File: src/rtl/scope_capture_ctrl_if.sv
// Write-port and display handshake between scope_capture_ctrl (master) and the
// sample buffer / VGA read side (slave).
interface scope_capture_ctrl_if #(
    parameter int DATA_W = 16,
    parameter int AW     = 8
);
    logic              wr_en;
    logic [AW-1:0]     wr_addr;
    logic [DATA_W-1:0] wr_data;
    logic [AW-1:0]     rd_base;
    logic              capture_valid;
    logic              frame_done;

    modport master (
        output wr_en, wr_addr, wr_data, rd_base, capture_valid,
        input  frame_done
    );

    modport slave (
        input  wr_en, wr_addr, wr_data, rd_base, capture_valid,
        output frame_done
    );
endinterface

File: src/rtl/scope_capture_ctrl.sv
// Oscilloscope trigger/capture sequencer: decimates samples into a circular buffer,
// freezes it after a trigger and re-arms after HOLD_FRAMES frames.
// Optional forced trigger on timeout: define SCOPE_CAPTURE_CTRL_AUTO_TRIG_EN.
module scope_capture_ctrl #(
    parameter int DATA_W       = 16,
    parameter int AW           = 8,
    parameter int PRETRIG      = 32,
    parameter int HOLD_FRAMES  = 2,
    parameter int AUTO_TIMEOUT = 4096
) (
    input  logic                     CLOCK_50,
    input  logic                     reset_n,
    input  logic signed [DATA_W-1:0] signal,
    input  logic signed [DATA_W-1:0] trig_level,
    input  logic                     trig_slope,
    input  logic [7:0]               decim,
    input  logic                     run,
    scope_capture_ctrl_if.master     bus,
    output logic [2:0]               state,
    output logic                     auto_fired
);
    localparam int DEPTH = 2 ** AW;
    localparam int FW    = $clog2(HOLD_FRAMES + 1);

    localparam logic [AW-1:0] FILL_LAST = AW'(PRETRIG - 1);
    localparam logic [AW-1:0] POST_LAST = AW'(DEPTH - PRETRIG - 2);
    localparam logic [AW-1:0] PRE_OFS   = AW'(PRETRIG);
    localparam logic [FW-1:0] HOLD_LAST = FW'(HOLD_FRAMES - 1);

    if (PRETRIG < 1 || PRETRIG > DEPTH - 2) begin : g_bad_pretrig
        $error("scope_capture_ctrl: PRETRIG must lie in 1..DEPTH-2");
    end
    if (HOLD_FRAMES < 1) begin : g_bad_hold
        $error("scope_capture_ctrl: HOLD_FRAMES must be at least 1");
    end
    if (AUTO_TIMEOUT < 1) begin : g_bad_timeout
        $error("scope_capture_ctrl: AUTO_TIMEOUT must be at least 1");
    end

    typedef enum logic [2:0] {
        IDLE  = 3'd0,
        FILL  = 3'd1,
        ARMED = 3'd2,
        POST  = 3'd3,
        HOLD  = 3'd4
    } state_t;

    state_t                    cur_state;
    logic [7:0]                div_cnt;
    logic [7:0]                decim_l;
    logic [AW-1:0]             ptr;
    logic [AW-1:0]             trig_addr;
    logic [AW-1:0]             fill_cnt;
    logic [AW-1:0]             post_cnt;
    logic [FW-1:0]             frame_cnt;
    logic signed [DATA_W-1:0]  prev;
    logic                      strobe;
    logic                      acquiring;
    logic                      trig_hit;
    logic                      auto_hit;

    assign state     = cur_state;
    assign acquiring = (cur_state == FILL) || (cur_state == ARMED) || (cur_state == POST);
    assign strobe    = (div_cnt == decim_l);
    assign trig_hit  = trig_slope ? ((prev < trig_level) && (signal >= trig_level))
                                  : ((prev > trig_level) && (signal <= trig_level));

`ifdef SCOPE_CAPTURE_CTRL_AUTO_TRIG_EN
    localparam int ACW = $clog2(AUTO_TIMEOUT + 1);
    localparam logic [ACW-1:0] AUTO_LAST = ACW'(AUTO_TIMEOUT - 1);

    logic [ACW-1:0] auto_cnt;
    logic           auto_fired_q;

    assign auto_hit   = (auto_cnt == AUTO_LAST);
    assign auto_fired = auto_fired_q;
`else
    assign auto_hit   = 1'b0;
    assign auto_fired = 1'b0;
`endif

    always_ff @(posedge CLOCK_50) begin
        if (!reset_n) begin
            cur_state         <= IDLE;
            div_cnt           <= '0;
            decim_l           <= '0;
            ptr               <= '0;
            trig_addr         <= '0;
            fill_cnt          <= '0;
            post_cnt          <= '0;
            frame_cnt         <= '0;
            prev              <= '0;
            bus.wr_en         <= 1'b0;
            bus.wr_addr       <= '0;
            bus.wr_data       <= '0;
            bus.rd_base       <= '0;
            bus.capture_valid <= 1'b0;
`ifdef SCOPE_CAPTURE_CTRL_AUTO_TRIG_EN
            auto_cnt          <= '0;
            auto_fired_q      <= 1'b0;
`endif
        end else if (!run) begin
            cur_state         <= IDLE;
            bus.wr_en         <= 1'b0;
            bus.capture_valid <= 1'b0;
        end else begin
            bus.wr_en <= 1'b0;

            // Every acquisition strobe is written one cycle later at the current pointer.
            if (acquiring) begin
                div_cnt <= strobe ? 8'd0 : div_cnt + 8'd1;
                if (strobe) begin
                    bus.wr_en   <= 1'b1;
                    bus.wr_addr <= ptr;
                    bus.wr_data <= signal;
                    ptr         <= ptr + AW'(1);
                    prev        <= signal;
                end
            end

            case (cur_state)
                IDLE: begin
                    cur_state         <= FILL;
                    decim_l           <= decim;
                    div_cnt           <= '0;
                    ptr               <= '0;
                    fill_cnt          <= '0;
                    bus.capture_valid <= 1'b0;
                end
                FILL: begin
                    if (strobe) begin
                        if (fill_cnt == FILL_LAST) begin
                            cur_state <= ARMED;
`ifdef SCOPE_CAPTURE_CTRL_AUTO_TRIG_EN
                            auto_cnt  <= '0;
`endif
                        end else begin
                            fill_cnt <= fill_cnt + AW'(1);
                        end
                    end
                end
                ARMED: begin
                    if (strobe) begin
                        if (trig_hit || auto_hit) begin
                            cur_state    <= POST;
                            trig_addr    <= ptr;
                            post_cnt     <= '0;
`ifdef SCOPE_CAPTURE_CTRL_AUTO_TRIG_EN
                            auto_fired_q <= !trig_hit;
                        end else begin
                            auto_cnt     <= auto_cnt + ACW'(1);
`endif
                        end
                    end
                end
                POST: begin
                    if (strobe) begin
                        if (post_cnt == POST_LAST) begin
                            cur_state         <= HOLD;
                            bus.capture_valid <= 1'b1;
                            bus.rd_base       <= trig_addr - PRE_OFS;
                            frame_cnt         <= '0;
                        end else begin
                            post_cnt <= post_cnt + AW'(1);
                        end
                    end
                end
                HOLD: begin
                    // The pointer keeps running across re-arms; only the fill count restarts.
                    if (bus.frame_done) begin
                        if (frame_cnt == HOLD_LAST) begin
                            cur_state         <= FILL;
                            bus.capture_valid <= 1'b0;
                            fill_cnt          <= '0;
                        end else begin
                            frame_cnt <= frame_cnt + FW'(1);
                        end
                    end
                end
                default: cur_state <= IDLE;
            endcase
        end
    end
endmodule

File: src/flat_wrapper.sv
// flat-port wrapper written by rule: the top's interface ports become plain ports
module scope_capture_ctrl_flat 
#(
    parameter int DATA_W       = 16,
    parameter int AW           = 8,
    parameter int PRETRIG      = 32,
    parameter int HOLD_FRAMES  = 2,
    parameter int AUTO_TIMEOUT = 4096
)
  (CLOCK_50, reset_n, signal, trig_level, trig_slope, decim, run, state, auto_fired, bus_wr_en, bus_wr_addr, bus_wr_data, bus_rd_base, bus_capture_valid, bus_frame_done);
  scope_capture_ctrl_if #(.DATA_W(DATA_W), .AW(AW)) bus_i ();
  input  logic CLOCK_50;
  input  logic reset_n;
  input  logic signed [DATA_W-1:0] signal;
  input  logic signed [DATA_W-1:0] trig_level;
  input  logic trig_slope;
  input  logic [7:0] decim;
  input  logic run;
  output logic [2:0] state;
  output logic auto_fired;
  output wire logic [$bits(bus_i.wr_en)-1:0] bus_wr_en;
  output wire logic [$bits(bus_i.wr_addr)-1:0] bus_wr_addr;
  output wire logic [$bits(bus_i.wr_data)-1:0] bus_wr_data;
  output wire logic [$bits(bus_i.rd_base)-1:0] bus_rd_base;
  output wire logic [$bits(bus_i.capture_valid)-1:0] bus_capture_valid;
  input wire logic [$bits(bus_i.frame_done)-1:0] bus_frame_done;
  assign bus_wr_en = bus_i.wr_en;
  assign bus_wr_addr = bus_i.wr_addr;
  assign bus_wr_data = bus_i.wr_data;
  assign bus_rd_base = bus_i.rd_base;
  assign bus_capture_valid = bus_i.capture_valid;
  assign bus_i.frame_done = bus_frame_done;
  scope_capture_ctrl #(.DATA_W(DATA_W), .AW(AW), .PRETRIG(PRETRIG), .HOLD_FRAMES(HOLD_FRAMES), .AUTO_TIMEOUT(AUTO_TIMEOUT)) u_core (.CLOCK_50(CLOCK_50), .reset_n(reset_n), .signal(signal), .trig_level(trig_level), .trig_slope(trig_slope), .decim(decim), .run(run), .bus(bus_i), .state(state), .auto_fired(auto_fired));
endmodule
File: config.mk
export PLATFORM = sky130hd
export DESIGN_NAME = scope_capture_ctrl_flat
export DESIGN_NICKNAME = d
export VERILOG_FILES = /design/src/rtl/scope_capture_ctrl_if.sv /design/src/rtl/scope_capture_ctrl.sv /design/src/flat_wrapper.sv
export SDC_FILE = /design/constraint.sdc
export NUM_CORES = 1
export LEC_CHECK = 0
export CELL_PAD_IN_SITES_DETAIL_PLACEMENT = 1
export CELL_PAD_IN_SITES_GLOBAL_PLACEMENT = 1
export CORE_MARGIN = 2
export CORE_UTILIZATION = 36
export DETAILED_ROUTE_END_ITERATION = 6
export PLACE_DENSITY_LB_ADDON = 0.1
export SLEW_MARGIN = 30
export SYNTH_ARGS = -nofsm -noshare
export SYNTH_HDL_FRONTEND = slang
export SYNTH_SLANG_ARGS = --single-unit
File: constraint.sdc
create_clock -name CLOCK_50 -period 2.43 [get_ports CLOCK_50]
set_clock_uncertainty 0.2 [all_clocks]
set_input_delay 0.3645 -clock CLOCK_50 [delete_from_list [all_inputs] [get_ports CLOCK_50]]
set_output_delay 0.3645 -clock CLOCK_50 [all_outputs]
set_load 0.1 [all_outputs]
==> impl_results.md, run 1 <==
* Commonest non-fill, non-tap cell in the layout: buf_4
* Clock sink count at 87
* Mux contribution to synthesized area at 5.13%
* Post-synthesis simple-gate area fraction at 23.9%
* Placeable core area at 0.0127 sq mm
* Post-DP HPWL at 10.4 mm
* Ports at 83
* RSZ-0062 raised after global routing: true
* Fin worst setup slack at -0.255 ns
* Largest net degree at the start of global routing at 49
* Number of diodes at 0
* Hold Fails Final Rpt at 0
* Count of pins over their slew limit at 0
* Predominant post-synthesis flop cell: dfxtp_1
* CTS tree: built
* Area growth syn-to-layout at 51.1%
* Drt total wl at 15.9 mm
* Setup violators final at 17
* CTS buffer count at 9
* Synthesized cell area at 0.00471 sq mm
* Post-Synth Adder-Cell Area at 10.4%
* Final TNS setup at -3.32 ns
* Syn Area/Cell at 8.59 sq um
* Final min period at 2.69 ns
* Drt drc at 0
* Register area at 0.00181 sq mm
* CP startpoint kind: flop
* YS warnings at 0
* Compound-gate portion of the synthesized area at 14.0%
* Starting Density at 37.2%
* Crit Path Class: flop to flop
* Worst setup EP type: flop
* Worst Path Required at 2.47 ns
* GRT Total Usage at 22.3%
* GP Congestion at 0.875
* First-pass DRT Iterations at 4
* Post-place setup slack at -0.959 ns
* Yosys reg bits at 87
* Critical path arrival at 2.73 ns
* Die X at 118 um
* Port bufs at 81
* Worst hold margin at 0.0750 ns
* Slowest CP cell: or4bb_4
* DR vias/cell at 5.18
* CP cell instances: ha_4, nand4_1, nor2_1, a21oi_1, or4bb_4, nand4_1, buf_4, o2bb2a_4, mux2i_1, nor2b_1
* Placement row count at 41
* Multi-input gate area at 0.00341 sq mm
* Pleak at 0.00290 uW
* Vias in the first global route at 4,887
* Via count at 4,533
* Worst hold path type: primary input to flop
* Status: finished with violations
* VDD IR max at 0.338 mV
* Global route total overflow at 0
* Fmax at 372 MHz
* Post-route antenna net violation count at 0
* Main combinational cell family by area after synthesis: simple AND/OR/NAND/NOR gates
* Post-synthesis xor/xnor area fraction at 5.21%
* First-pass GRT wire length at 24.9 mm
* Post-synth EDFFs at 0
* Clk_lat worst skew at 0.35 ns
* H-tree lvl count at 3
* Share of post-route cells with drive strength above 1 at 38.3%
* Sequential area share after synthesis at 37.0%
* First DRT Iteration DRCs at 176
* Most frequent cells in the layout: buf_4, nand2_1, dfxtp_1, nor2_1
* Ys async rst share at 0%
* Final nets at 782
* Antenna violations before repair at 0
* Crit-path max FO at 5
* CP top delay family: simple AND/OR/NAND/NOR gates
* Most frequent CP cell: nand4_1
* Max-cap violation count at 0
* Die height at 118 um
* Clk slew on worst S/H paths at 0.07 ns
* P per Cell Area at 527 mW/mm^2
* Clock Path Buffers at 2
* Die Area at 0.0140 sq mm
* Slowest Stage Delay on Critical Path at 0.52 ns
* Synth cell types at 58
* Filler Cell Count at 1,461
* Clock root buffer: clkbuf_16
* Mapped Nets at 632
* Wire length per cell at 18.2 um
* Final Cycle Share at 111%
* Cells after Synth at 548
* Failing checks: negative setup slack
* WP buf/inv at 1
[registers in the layout (all words and copies together) (netlist names)]
signal,count
u_core.bus.wr_en,1
u_core.bus.rd_base,8
u_core.ptr,8
u_core.state,3
u_core.fill_cnt,8
u_core.div_cnt,8
u_core.bus.capture_valid,1
u_core.prev,16
u_core.decim_l,8
u_core.post_cnt,8
u_core.bus.wr_addr,8
u_core.frame_cnt,2
u_core.trig_addr,8
[repair_timing]
action | 4_1_cts | 5_1_grt
hold buffers | 0 | 0
cloned | 1 | 1
setup endpoints to repair | 32 | 40
pin swaps | 36 | 28
gates resized for setup | 170 | 50
buffers inserted | 15 | 13
[stage by stage]
step	utilization, %	cell area [sq um]	std cells	power (uW)
5_1_grt	56.2	7120	875	3900
3_5_place_dp	48.0	6080	830	2140
4_1_cts	53.7	6810	862	3670
6_report	56.2	7120	875	3750
2_1_floorplan	-	4860	548	1870
3_3_place_gp	48.0	6080	830	2120
[Yosys cell counts, types with 2 or more instances]
library cell / count / share of area (%)
inv_1: 32 / 2.6
nor2_1: 36 / 2.9
o41ai_1: 2 / 0.37
a21oi_1: 19 / 2.0
nand2b_1: 2 / 0.27
a21boi_0: 27 / 4.3
o21ai_1: 3 / 0.32
nor3_2: 2 / 0.43
nor2b_1: 17 / 2.3
nor4_2: 2 / 0.53
and3_1: 4 / 0.53
dfxtp_1: 87 / 37
o21bai_1: 2 / 0.32
clkbuf_1: 15 / 1.2
xnor2_1: 8 / 1.5
ha_1: 39 / 10
a21boi_1: 10 / 1.6
or3_1: 4 / 0.53
o211ai_1: 3 / 0.48
nand2_1: 98 / 7.8
a2111oi_2: 2 / 0.64
xor2_1: 20 / 3.7
a21o_1: 2 / 0.32
nor3_1: 6 / 0.64
nor4_4: 2 / 0.90
and2_1: 4 / 0.53
a31oi_1: 5 / 0.66
mux2i_1: 23 / 4.9
and4b_1: 2 / 0.43
nand3_1: 17 / 1.8
nand4_1: 17 / 2.3
o21ai_0: 8 / 0.85
and4_1: 3 / 0.56
[tightest hold or removal path, delay by kind of cell]
family          cells  cell delay [ns]
buf+inv             1             0.12
compound gates      1             0.05
simple gates        1             0.06
[path summary, 6_finish.rpt]
check	start	to	slack, ns	cells after the start
hold / removal	signal[11]	u_core.prev[11]	0.08	3
hold reg to reg	u_core.frame_cnt[1]	u_core.frame_cnt[1]	0.26	2
setup reg to reg	u_core.prev[12]	u_core.trig_addr[0]	-0.26	10
setup / recovery	u_core.prev[12]	u_core.trig_addr[0]	-0.26	10
[cells by family after synthesis]
kind of cell	count (synthesis)
xor+xnor	28
buf+inv	51
mux	24
fa+ha+maj	39
simple gates	225
flops	87
other cells	1
compound gates	93
[report_power, final]
part	internal [uW]	total, uW	leakage [uW]	switching, uW
clock network	850	1460	0.000156	615
registers	1440	1470	0.000718	29.7
logic	350	814	0.00203	464
[final cells by class]
cell class	instances	area share (%)
clock buffer	14	4.15
clock inverter	2	0.281
inverter	33	1.85
multi-input combinational	411	48.0
sequential	87	25.5
tap	172	3.02
timing repair buffer	156	17.2
[routing by layer]
metal | share of wire (%) | global-route usage, % | wire length (um)
met5 | 0 | 0 | 0
met4 | 1.6 | 7.30 | 254
met3 | 3.4 | 5.12 | 542
met2 | 53 | 41.0 | 8440
met1 | 42 | 25.2 | 6680
No activity file was read; power rests on OpenSTA's default activity.
==> inputs of run 2 (changes only) <==
--- a/config.mk
+++ b/config.mk
@@ -10,6 +10,7 @@
 export CORE_MARGIN = 2
 export CORE_UTILIZATION = 36
 export DETAILED_ROUTE_END_ITERATION = 6
+export MAX_ROUTING_LAYER = met4
 export PLACE_DENSITY_LB_ADDON = 0.1
 export SLEW_MARGIN = 30
 export SYNTH_ARGS = -nofsm -noshare
==> run 2 against run 1 <==
  * The run still ends with negative setup slack left
  * Count of clock-buffer cells in the layout is the same
  * Via count is essentially flat
  * Worst hold slack lost 0.0020 ns
  * Global-route usage grew 0.67 points
  * Cell count is the same
  * Setup slack lost 0.014 ns
  * Non-clock buffer count is the same
  * Final area is the same
  * Sequential share of layout area is the same
  * Largest cell class unchanged
==> impl_results.md, run 2 (synthesis results as in run 1) <==
* Final Cycle Share at 111% (+0.59 points)
* Antenna violations before repair at 0 (unchanged)
* Die Area at 0.0140 sq mm (unchanged)
* Filler Cell Count at 1,461 (unchanged)
* P per Cell Area at 526 mW/mm^2 (-0.25%)
* CP startpoint kind: flop
* VDD IR max at 0.337 mV (-0.20%)
* Status: finished with violations
* Vias in the first global route at 4,882 (-0.10%)
* First DRT Iteration DRCs at 175 (-0.57%)
* GP Congestion at 0.889 (+1.6%)
* Post-place setup slack at -0.959 ns (unchanged)
* Die X at 118 um (unchanged)
* H-tree lvl count at 3 (unchanged)
* R2r setup slk at -0.27 ns (about the same)
* Starting Density at 37.2% (unchanged)
* Clock sink count at 87 (unchanged)
* Most flops, register: u_core.prev
* Post-route cell area at 0.00712 sq mm (unchanged)
* Placement row count at 41 (unchanged)
* Worst r2r path cells at 10 (unchanged)
* Multi-input gate area at 0.00341 sq mm (unchanged)
* Largest net degree at the start of global routing at 49 (unchanged)
* RR Startpoint: u_core.prev[10]
* Clk_lat worst skew at 0.35 ns (about the same)
* Hold wc startpoint: signal[11]
* Clock Power Share at 38.9% (-0.2 points)
* Wire length per cell at 18.2 um (about the same)
* Global route total overflow at 0 (unchanged)
* Area growth syn-to-layout at 51.1% (unchanged)
* Flop pwr share at 39.3% (about the same)
* Placeable core area at 0.0127 sq mm (unchanged)
* Sw Ratio at 29.4% (-0.17 points)
* CTS Hold Bufs at 0 (unchanged)
* Final Core Density at 56.2% (unchanged)
* Number of diodes at 0 (unchanged)
* Int Pwr at 2640 uW (about the same)
* Max-cap violation count at 0 (unchanged)
* Failing checks: negative setup slack
* Uppermost layer routed: met4
* Fmax at 370 MHz (-0.53%)
* Die height at 118 um (unchanged)
* Final TNS setup at -3.33 ns (-0.00436 ns)
* Critical path arrival at 2.74 ns (about the same)
* Worst hold path type: primary input to flop
* Net Switching at 1100 uW (-0.83%)
* Crit-path max FO at 5 (unchanged)
* Most frequent cells in the layout: buf_4, nand2_1, dfxtp_1, nor2_1
* Drt total wl at 15.9 mm (about the same)
* Combinational Power Share at 21.8% (about the same)
* Routed wire length on met2 at 8.48 mm (+0.45%)
* Fin worst setup slack at -0.269 ns (-0.0142 ns)
* Via count at 4,536 (+0.066%)
* Worst setup EP type: flop
* Final min period at 2.70 ns (+0.0142 ns)
* Most frequent CP cell: nand4_1
* Port bufs at 81 (unchanged)
* Count of pins over their slew limit at 0 (unchanged)
* CTS tree: built
* Commonest non-fill, non-tap cell in the layout: buf_4
* M1 WL at 6.64 mm (-0.55%)
* Post-route antenna net violation count at 0 (unchanged)
* Cell area after placement at 0.00608 sq mm (unchanged)
* Max reg flops at 16 (unchanged)
* Crit Path Class: flop to flop
* Reg2reg end: u_core.trig_addr[0]
* RSZ-0062 raised after global routing: true
* CTS buffer count at 9 (unchanged)
* Pleak at 0.00290 uW (about the same)
* Final nets at 782 (unchanged)
* Min-Delay Path Depth at 3 (unchanged)
* Setup violators final at 17 (unchanged)
* Clock Path Buffers at 2 (unchanged)
* Clock root buffer: clkbuf_16
* CP cell instances: ha_4, nand4_1, nor4_4, a21boi_2, or4bb_4, nand4_1, buf_4, o2bb2a_4, mux2i_1, nor2b_1
* GRT Total Usage at 23.0% (+0.67 points)
* Post-DP HPWL at 10.4 mm (unchanged)
* Met3 wire length at 547 um (+0.92%)
* Register area at 0.00181 sq mm (unchanged)
* First-pass DRT Iterations at 4 (unchanged)
* Clk slew on worst S/H paths at 0.07 ns (about the same)
* DR vias/cell at 5.18 (about the same)
* First-pass GRT wire length at 24.9 mm (about the same)
* Worst hold endpoint: u_core.prev[11]
* Slowest CP cell: dfxtp_4
* Share of post-route cells with drive strength above 1 at 38.3% (unchanged)
* Worst Path Required at 2.47 ns (about the same)
* Hold Fails Final Rpt at 0 (unchanged)
* Slowest Stage Delay on Critical Path at 0.36 ns (-0.16 ns)
* Ports at 83 (unchanged)
* Drt drc at 0 (unchanged)
run 2: worst max-delay path by stage:
stage / endpoint / startpoint / slack [ns]
2_1_floorplan: u_core.post_cnt[1] / u_core.prev[14] / -0.22
3_3_place_gp: u_core.post_cnt[1] / trig_level[14] / -0.88
3_5_place_dp: u_core.post_cnt[1] / trig_level[15] / -0.96
4_1_cts: u_core.post_cnt[1] / u_core.prev[1] / -0.21
5_1_grt: u_core.trig_addr[0] / u_core.prev[10] / -0.39
6_report: u_core.trig_addr[0] / u_core.prev[10] / -0.27
run 2: critical path: cells and delay by family, from the launching register on:
kind	cells	cell delay (ns)
buffers and inverters	1	0.20
adder cells (fa/ha/maj)	1	0.28
flip-flops	1	0.36
AND/OR/NAND/NOR	5	0.88
AO/OA/AOI/OAI	2	0.51
multiplexers	1	0.17
run 2: cell type report:
class,count,share of cell area (%)
clock buffers,14,4.15
clock inverters,2,0.281
inverters,33,1.85
multi-input cells,411,48.0
flip-flops and latches,87,25.5
well taps,172,3.02
repair buffers,156,17.2
run 2: metrics by stage:
step           std cells  hold slack [ns]  power [uW]
2_1_floorplan        548            0.231        1870
3_3_place_gp         830            0.239        2120
3_5_place_dp         830            0.248        2140
4_1_cts              862           0.0690        3670
5_1_grt              875           0.0702        3900
6_report             875           0.0730        3740
run 2: repair_timing:
| item | in CTS | in global routing |
|---|---|---|
| gates cloned | 1 | 1 |
| resized for setup | 170 | 50 |
| setup endpoints to repair | 32 | 40 |
| buffers inserted | 15 | 13 |
| pin swaps | 36 | 27 |
run 2: routing by layer:
metal	up-vias	track usage, %
met4	0	6.85
met1	2229	25.3
met3	24	5.55
met5	-	-
met2	83	40.9
li1	2200	-
run 2: power groups by stage:
stage	Combinational [uW]	Sequential [uW]	Clock, uW
finish	813	1470	1460
global route	873	1470	1550
CTS	724	1470	1480
detailed placement	642	1500	0
global placement	623	1500	0
floorplan	284	1580	0
==> inputs of run 3 (changes only) <==
--- a/config.mk
+++ b/config.mk
@@ -12,6 +12,7 @@
 export DETAILED_ROUTE_END_ITERATION = 6
 export MAX_ROUTING_LAYER = met4
 export PLACE_DENSITY_LB_ADDON = 0.1
+export RECOVER_POWER = 100
 export SLEW_MARGIN = 30
 export SYNTH_ARGS = -nofsm -noshare
 export SYNTH_HDL_FRONTEND = slang
==> run 3 against run 2 <==
  * The run still ends with negative setup slack left
  * Clock power about the same
  * Global-route usage unchanged
  * Combinational power decreased by 2%
  * Via count decreased by 0.40%
  * Critical path type unchanged
==> impl_results.md, run 3 (synthesis results as in run 1) <==
* Crit-path max FO at 5 (unchanged)
* Fmax at 371 MHz (+0.13%)
* CP startpoint kind: flop
* GRT Total Usage at 23.0% (unchanged)
* Worst hold path type: primary input to flop
* Die X at 118 um (unchanged)
* Global-route met3 utilization at 5.55% (unchanged)
* Tot Pwr at 3720 uW (-0.46%)
* Register area at 0.00181 sq mm (unchanged)
* Number of instances in the placed design at 830 (unchanged)
* Worst setup EP type: flop
* Clock Path Buffers at 2 (unchanged)
* Antenna violations before repair at 0 (unchanged)
* Clock root buffer: clkbuf_16
* Worst slew margin at 21.3%
* Area growth syn-to-layout at 48.3%
* Clk slew on worst S/H paths at 0.07 ns (about the same)
* First-pass DRT Iterations at 4 (unchanged)
* Status: finished with violations
* Share of post-route cells with drive strength above 1 at 37.1% (-1.1 points)
* Drt drc at 0 (unchanged)
* Port bufs at 81 (unchanged)
* CTS Hold Bufs at 0 (unchanged)
* Via count at 4,518 (-0.40%)
* Filler Cell Count at 1,479 (+1.2%)
* Most used routing layer: met2
* RSZ-0062 raised after global routing: true
* P per Cell Area at 533 mW/mm^2 (+1.5%)
* Final TNS setup at -4.48 ns (-1.15 ns)
* Number of diodes at 0 (unchanged)
* First DRT Iteration DRCs at 167 (-4.6%)
* Pleak at 0.00284 uW (-2.0%)
* Multi-input gate area at 0.00339 sq mm (-0.66%)
* GP Congestion at 0.889 (unchanged)
* Die Area at 0.0140 sq mm (unchanged)
* Critical path arrival at 2.74 ns (about the same)
* Largest net degree at the start of global routing at 49 (unchanged)
* Final nets at 782 (unchanged)
* Placeable core area at 0.0127 sq mm (unchanged)
* Max reg flops at 16 (unchanged)
* Post-DP HPWL at 10.4 mm (unchanged)
* Commonest non-fill, non-tap cell in the layout: nand2_1
* VDD IR max at 0.337 mV (about the same)
* Hold Fails Final Rpt at 0 (unchanged)
* Actual slew at the worst max-slew pin at 1.19 ns
* Final Cycle Share at 111% (-0.14 points)
* Met2 GRT Util at 40.9% (unchanged)
* Most frequent cells in the layout: nand2_1, dfxtp_1, buf_4, clkbuf_2, nor2_1
* Clk_lat worst skew at 0.35 ns (about the same)
* Die height at 118 um (unchanged)
* Placement row count at 41 (unchanged)
* Ports at 83 (unchanged)
* Crit Path Class: flop to flop
* Global route total overflow at 0 (unchanged)
* H-tree lvl count at 3 (unchanged)
* Fin worst setup slack at -0.266 ns (+0.00340 ns)
* Setup violators final at 37 (+20)
* Count of pins over their slew limit at 0 (unchanged)
* Worst Path Required at 2.47 ns (about the same)
* CTS tree: built
* Vias in the first global route at 4,882 (unchanged)
* Post-route antenna net violation count at 0 (unchanged)
* Starting Density at 37.2% (unchanged)
* Grt met1 use at 25.3% (unchanged)
* Wire length per cell at 18.2 um (about the same)
* Drt total wl at 15.9 mm (about the same)
* Layout Cells excl Fill at 875 (unchanged)
* Most flops, register: u_core.prev
* DR vias/cell at 5.16 (-0.40%)
* Max-cap violation count at 0 (unchanged)
* CTS buffer count at 9 (unchanged)
* Clock sink count at 87 (unchanged)
* First-pass GRT wire length at 24.9 mm (unchanged)
* Final min period at 2.70 ns (-0.00340 ns)
* Failing checks: negative setup slack
==> run 3: cell types whose count changed in the layout (fill, tap and decap cells not counted), sizes merged <==
cell and change:
clkbuf +42, clkdlybuf4s50 -1, buf -42, dlygate4sd3 +1
==> run 3: metrics by stage <==
stage               area [sq um]  worst slack (ns)  util (%)  hold WS, ns
floorplan                   4860            -0.218         -        0.231
global placement            6080            -0.882      48.0        0.239
detailed placement          6080            -0.959      48.0        0.248
CTS                         6810            -0.214      53.7       0.0690
global route                6980            -0.385      55.1       0.0702
finish                      6980            -0.266      55.1       0.0724
==> run 3: timing repair <==
action | 4_1_cts | 5_1_grt
pin swaps | 36 | 27
cloned | 1 | 1
endpoints found under the setup margin | 32 | 40
gates resized for setup | 170 | 50
buffers inserted | 15 | 13
==> run 3: path summary, 6_finish.rpt <==
| check | startpoint | endpoint | slack, ns | cells after the start |
|---|---|---|---|---|
| worst min-delay path | signal[11] | u_core.prev[11] | 0.07 | 3 |
| worst min register to register | u_core.frame_cnt[1] | u_core.frame_cnt[1] | 0.26 | 2 |
| worst max register to register | u_core.prev[10] | u_core.trig_addr[0] | -0.27 | 10 |
| worst max-delay path | u_core.prev[10] | u_core.trig_addr[0] | -0.27 | 10 |
==> run 3: routing by layer <==
layer	wire, um	vias up
li1	-	2199
met1	6680	2219
met2	8470	77
met3	525	23
met4	261	0
met5	0	-
==> run 3: power by group <==
part	internal, uW	switching, uW
Combinational	334	460
Sequential	1440	29.9
Clock	850	608
==> run 3: worst max-delay path, stage by stage (launching register included) <==
cell and delay [ns]:
dfxtp_4 0.36, ha_4 0.28, nand4_1 0.17, nor4_4 0.31
a21boi_2 0.26, or4bb_4 0.19, nand4_1 0.14, buf_4 0.20
o2bb2a_4 0.25, mux2i_1 0.17, nor2b_1 0.06
==> run 3: layout make-up <==
class                           count  area share (%)
Inverter                           33            1.88
Tap cell                          172            3.08
Clock inverter                      2           0.287
Sequential cell                    87            26.0
Clock buffer                       14            4.23
Multi-Input combinational cell    411            48.6
Timing Repair Buffer              156            16.0
